**src/rtl/switch_debounce_if.sv**
```systemverilog
// Switch debouncer signal bundle: the raw pin level going in, the clean level
// and its press/release pulses coming out.
interface switch_debounce_if;
  logic i_Switch;
  logic o_Switch_state;
  logic o_Rise;
  logic o_Fall;

  // Master drives the raw pin and consumes the debounced results.
  modport master (
    output i_Switch,
    input  o_Switch_state,
    input  o_Rise,
    input  o_Fall
  );

  // Slave is the debouncer itself.
  modport slave (
    input  i_Switch,
    output o_Switch_state,
    output o_Rise,
    output o_Fall
  );
endinterface

```
**src/rtl/switch_debounce.sv**
```systemverilog
// Single-channel switch debouncer. The raw level passes through a two-flop
// synchronizer. A new level is accepted only after sync2 has differed from
// the published level for DEBOUNCE_LIMIT consecutive cycles. Any cycle in
// which sync2 agrees with the published level throws the progress away.
// Registered one-cycle press/release pulses accompany each accepted change.
module switch_debounce #(
  parameter int DEBOUNCE_LIMIT = 250000,
  parameter int CNT_W          = $clog2(DEBOUNCE_LIMIT)
) (
  input  logic              i_Clk,
  input  logic              i_Reset_n,
  switch_debounce_if.slave  sw
);

  // Terminal count: reaching it while still differing accepts the new level.
  localparam logic [CNT_W-1:0] CNT_MAX = CNT_W'(DEBOUNCE_LIMIT - 1);

  logic             sync1;
  logic             sync2;
  logic [CNT_W-1:0] cnt;
  logic [CNT_W-1:0] cnt_next;
  logic             accept;
  logic             switch_state;
  logic             rise;
  logic             fall;

  // Two-stage synchronizer; only sync2 is ever used by the filter.
  // NOTE: sequential state uses non-blocking assignments so every flop samples
  // the pre-edge value of its neighbour; blocking here would collapse sync1 and
  // sync2 into a single stage.
  always_ff @(posedge i_Clk or negedge i_Reset_n) begin
    if (!i_Reset_n) begin
      sync1 <= 1'b0;
      sync2 <= 1'b0;
    end else begin
      sync1 <= sw.i_Switch;
      sync2 <= sync1;
    end
  end

  // Stability counter next value and acceptance decision.
  // NOTE: every output of this block gets a default first, so no path leaves a
  // value unassigned and no latch is inferred.
  always_comb begin
    accept   = 1'b0;
    cnt_next = '0;
    if (sync2 != switch_state) begin
      if (cnt == CNT_MAX) begin
        accept = 1'b1;
      end else begin
        cnt_next = cnt + CNT_W'(1);
      end
    end
  end

  // Counter, published level and the edge pulses that mark its changes.
  // NOTE: the asynchronous reset clears all filter state, so a count that is
  // in progress when reset arrives is abandoned rather than resumed.
  always_ff @(posedge i_Clk or negedge i_Reset_n) begin
    if (!i_Reset_n) begin
      cnt          <= '0;
      switch_state <= 1'b0;
      rise         <= 1'b0;
      fall         <= 1'b0;
    end else begin
      cnt  <= cnt_next;
      rise <= accept &  sync2;
      fall <= accept & ~sync2;
      if (accept) begin
        switch_state <= sync2;
      end
    end
  end

  assign sw.o_Switch_state = switch_state;
  assign sw.o_Rise         = rise;
  assign sw.o_Fall         = fall;

endmodule

```
**src/flat_wrapper.sv**
```systemverilog
// flat-port wrapper written by rule: the top's interface ports become plain ports
module switch_debounce_flat 
#(
  parameter int DEBOUNCE_LIMIT = 250000,
  parameter int CNT_W          = $clog2(DEBOUNCE_LIMIT)
)
  (i_Clk, i_Reset_n, sw_i_Switch, sw_o_Switch_state, sw_o_Rise, sw_o_Fall);
  switch_debounce_if sw_i ();
  input  logic i_Clk;
  input  logic i_Reset_n;
  input wire logic [$bits(sw_i.i_Switch)-1:0] sw_i_Switch;
  output wire logic [$bits(sw_i.o_Switch_state)-1:0] sw_o_Switch_state;
  output wire logic [$bits(sw_i.o_Rise)-1:0] sw_o_Rise;
  output wire logic [$bits(sw_i.o_Fall)-1:0] sw_o_Fall;
  assign sw_i.i_Switch = sw_i_Switch;
  assign sw_o_Switch_state = sw_i.o_Switch_state;
  assign sw_o_Rise = sw_i.o_Rise;
  assign sw_o_Fall = sw_i.o_Fall;
  switch_debounce #(.DEBOUNCE_LIMIT(DEBOUNCE_LIMIT), .CNT_W(CNT_W)) u_core (.i_Clk(i_Clk), .i_Reset_n(i_Reset_n), .sw(sw_i));
endmodule
```
**config.mk**
```make
export PLATFORM = sky130hd
export DESIGN_NAME = switch_debounce_flat
export DESIGN_NICKNAME = d
export VERILOG_FILES = /design/src/rtl/switch_debounce_if.sv /design/src/rtl/switch_debounce.sv /design/src/flat_wrapper.sv
export SDC_FILE = /design/constraint.sdc
export NUM_CORES = 1
export LEC_CHECK = 0
export ABC_AREA = 1
export ABC_CLOCK_PERIOD_IN_PS = 1900
export CAP_MARGIN = 20
export CELL_PAD_IN_SITES_DETAIL_PLACEMENT = 0
export CELL_PAD_IN_SITES_GLOBAL_PLACEMENT = 2
export CORE_MARGIN = 8
export CORE_UTILIZATION = 35
export CTS_CLUSTER_DIAMETER = 100
export DETAILED_ROUTE_END_ITERATION = 8
export PLACE_DENSITY_LB_ADDON = 0.25
export SLEW_MARGIN = 10
export SYNTH_ARGS = -nofsm -noshare
export SYNTH_HDL_FRONTEND = slang
export SYNTH_SLANG_ARGS = --single-unit
```
**constraint.sdc**
```tcl
create_clock -name i_Clk -period 1.9 [get_ports i_Clk]
set_clock_uncertainty 0.2 [all_clocks]
set_input_delay 0.285 -clock i_Clk [delete_from_list [all_inputs] [get_ports i_Clk]]
set_output_delay 0.285 -clock i_Clk [all_outputs]
set_load 0.02 [all_outputs]
```
==> summary.txt, run 1 <==
Setup path
  • Worst path buffer plus inverter count: 1
  • WS Path Type: reg2out
  • Critical path's slowest cell: clkdlybuf4s50_1
  • Worst-path maximum fanout: 1
  • Internal reg-to-reg setup slack: approximately 0.28 ns
  • Crit-path leading delay family: buffers and inverters
  • R2r worst-path depth: 6
  • Crit-path cells: clkdlybuf4s50_1
  • Worst Setup End Kind: primary output
  • Arr. time, crit path: between 1 and 1.5 ns
  • R2R Path Start: u_core.cnt[0]
  • Critical R2R Capture: u_core.cnt[9]
  • CP required: 1.41 ns
  • Worst path max stage delay: approximately 0.6 ns
  • CP startpoint kind: flip-flop

Logic synthesis
  • Largest family of logic cells by synthesized area: simple AND/OR/NAND/NOR gates
  • Post-synthesis net count: between 100 and 150
  • Post-synthesis adder-cell area fraction: roughly 1.0%
  • Post-synthesis cell area: 0.00120 sq mm
  • Syn_area_per_cell: 8.48 sq um
  • Top cells by area, synth: dfrtp_1 (48%), nor2_1 (8.5%), nand2_1 (7.2%)
  • Synth top area share: about half
  • Unique masters post-synth: 22
  • Simple-gate area share of the yosys netlist: between 30% and 40%
  • Synth warn: 0
  • Gate Count Post-Synth: 141
  • Register area share after synthesis: between 40% and 50%
  • Area leader, netlist: dfrtp_1
  • Post-synthesis register bit count: 23
  • Compound-gate portion of the synthesized area: under 10%
  • Post-synthesis mux area share: 0%
  • XOR/XNOR Fraction of Synth Area: between 5 and 6%

STA
  • RSZ-0062 raised after global routing: false
  • Hold Vio Cnt, Final: 0
  • Final setup margin: ~0.15 ns
  • Slew margin rel.: between 70% and 80%
  • Maximum clock frequency: approximately 0.57 GHz
  • Tmin final: between 1.5 and 2 ns
  • WHS: 0.0992 ns
  • Total negative slack: 0 ns
  • Final Max Tran Viols: 0
  • Final setup violation count: 0
  • Worst slew pin tran: around 0.39 ns
  • Fin crit share: between 90% and 100%

Layout
  • Commonest non-fill, non-tap cell in the layout: nor2_1
  • Most frequent cells in the layout: nor2_1 (27), nand2_1 (23), dfrtp_1 (23)
  • ANT cells: 0
  • P&R area growth vs syn: 12.4%
  • Nets: 157
  • Share of layout cells above drive strength 1: between 10% and 20%

Run
  • Max_cap viols: 0

Clocking
  • Clk slew on worst S/H paths: about 0.14 ns
  • CTS tree: built
  • Clk Latency, worst-skew pair: between 0.3 and 0.4 ns
  • CTS H-Tree Depth: 1
  • Clock buffer depth: 2
  • TritonCTS buffer count: 3
  • CTS sink cnt: 23
  • Root Buffer: clkbuf_4

Floorplanning
  • I/O pins: 6
  • Die area: 0.00554 sq mm
  • Initial Utilization: 36.1%
  • Rows: 21
  • Die Y-Extent: about 74 microns
  • CORE AREA: roughly 0.0033 sq mm
  • Die width: between 70 and 80 microns

GRT
  • Initial antenna violation count: 0
  • Total global routing track utilization: roughly 10%
  • Largest net degree at the start of global routing: 24
  • Vias in the first global route: slightly above 900
  • First-pass GRT wire length: 4.21 mm
  • Total congestion overflow: 0

Placed design
  • RePlAce Congestion: slightly above 0.8
  • Hpwl dp: 1.80 mm
  • Buffers on Ports: 5
  • Worst slack, placed: 0.260 ns

Drt
  • Detailed-route DRC error count: 0
  • Final WL: 2.34 mm
  • Via count: slightly above 900
  • Wire length per cell: 11.8 microns
  • DRT Pass-1 Iters: 4
  • ANT nets after route: 0
  • DR iter-0 viols: 57
  • Vias per cell: ~4.6

Power and ir drop
  • Max rail drop VDD: 0.260 mV
  • Power per cell area: 574 mW/mm^2
  • Leak: between 0.5 and 0.6 nW

Hold path
  • Hold crit path type: in2async

Outcome
  • Status: finished, final reports clean
## worst reg2reg max path, stage by stage (launching register included)
cell	delay [ns]
dfrtp_1	0.39
ha_1	0.19
nand3_1	0.15
nor2_1	0.23
nand2_2	0.12
o21ai_4	0.15
nor2_1	0.09
## routing by layer
layer | wire length, microns | vias up | part of all wire, % | global-route usage [%]
met1 | 1070 | 429 | 46 | 12.6
met5 | 0 | - | 0 | 0
met3 | 130 | 4 | 5.6 | 3.37
li1 | - | 463 | - | -
met4 | 24 | 0 | 1.0 | 3.26
met2 | 1110 | 22 | 47 | 15.6
## area by class of cell
type / count / area, sq um
well taps: 46 / 57.6
repair buffers: 7 / 63.8
inverters: 17 / 63.8
fillers: 357 / 1970
multi-input cells: 101 / 557
clock inverters: 1 / 5.00
clock buffers: 3 / 22.5
flip-flops and latches: 23 / 576
## kinds of logic (layout without fill, tap and decap cells)
family | Yosys count | in the layout
xor gates and xnor gates | 7 | 7
and+or+nand+nor | 83 | 83
DFF | 23 | 23
AOI/OAI and AO/OA | 10 | 10
adders and majority gates | 1 | 1
buffers and inverters | 17 | 28
## state kept, by name, summed over array words and instances, names as in the netlist
signal and cells:
u_core.sw.o_Rise 1, u_core.sw.o_Switch_state 1, u_core.sw.o_Fall 1, u_core.sync1 1, u_core.cnt 18, u_core.sync2 1
## report_power, final
group	leakage [nW]	switching (mW)	internal [mW]	total (mW)
logic	0.253	0.0250	0.0131	0.0381
registers	0.314	0.00498	0.497	0.502
clock network	0.0177	0.154	0.0789	0.233
total	0.585	0.184	0.589	0.773
## per-stage QoR
step | util (%) | power [mW] | area (sq um) | instances
after CTS | 40.6 | 0.788 | 1350 | 198
after global placement | 39.8 | 0.550 | 1320 | 194
after global routing | 40.6 | 0.821 | 1350 | 198
final | 40.6 | 0.773 | 1350 | 198
after detailed placement | 39.8 | 0.551 | 1320 | 194
after floorplan | - | 0.527 | 1200 | 141
## synth_stat cells, drive strengths merged
cell and number:
ha 1, nor3 5, nor3b 1, xnor2 3, inv 17, nand3b 1, o21ai 3, a21oi 6
xor2 4, nand3 11, dfrtp 23, nand4 1, nand2 27, a31oi 1, nor2 37
## worst max path at each step
stage                          start            end  slack (ns)  depth (start not counted)
floorplan              u_core.cnt[0]  u_core.cnt[9]        0.41                          6
global placement       u_core.cnt[0]  u_core.cnt[9]        0.30                          6
detailed placement     u_core.cnt[0]  u_core.cnt[9]        0.26                          6
CTS                 u_core.sw.o_Fall      sw_o_Fall        0.12                          1
global route        u_core.sw.o_Fall      sw_o_Fall        0.06                          1
finish              u_core.sw.o_Fall      sw_o_Fall        0.15                          1
## repair_timing
action                                 4_1_cts  5_1_grt
gates resized for setup                      1        0
hold buffers                                 0        0
endpoints found under the hold margin        0        0
setup buffers                                0        0
setup endpoints to repair                    1        0
Note: power is estimated with default switching activity, not from simulation.
==> run 2, diff against run 1 <==
Settings changed: CTS_CLUSTER_DIAMETER 100 to default.
==> results of run 2 <==
Same layout as run 1: the final DEF is identical, and so are final timing and power.
==> run 3, diff against run 2 <==
Settings changed: SLEW_MARGIN 10 to default.
==> results of run 3 <==
Same layout as run 1: the final DEF is identical, and so are final timing and power.
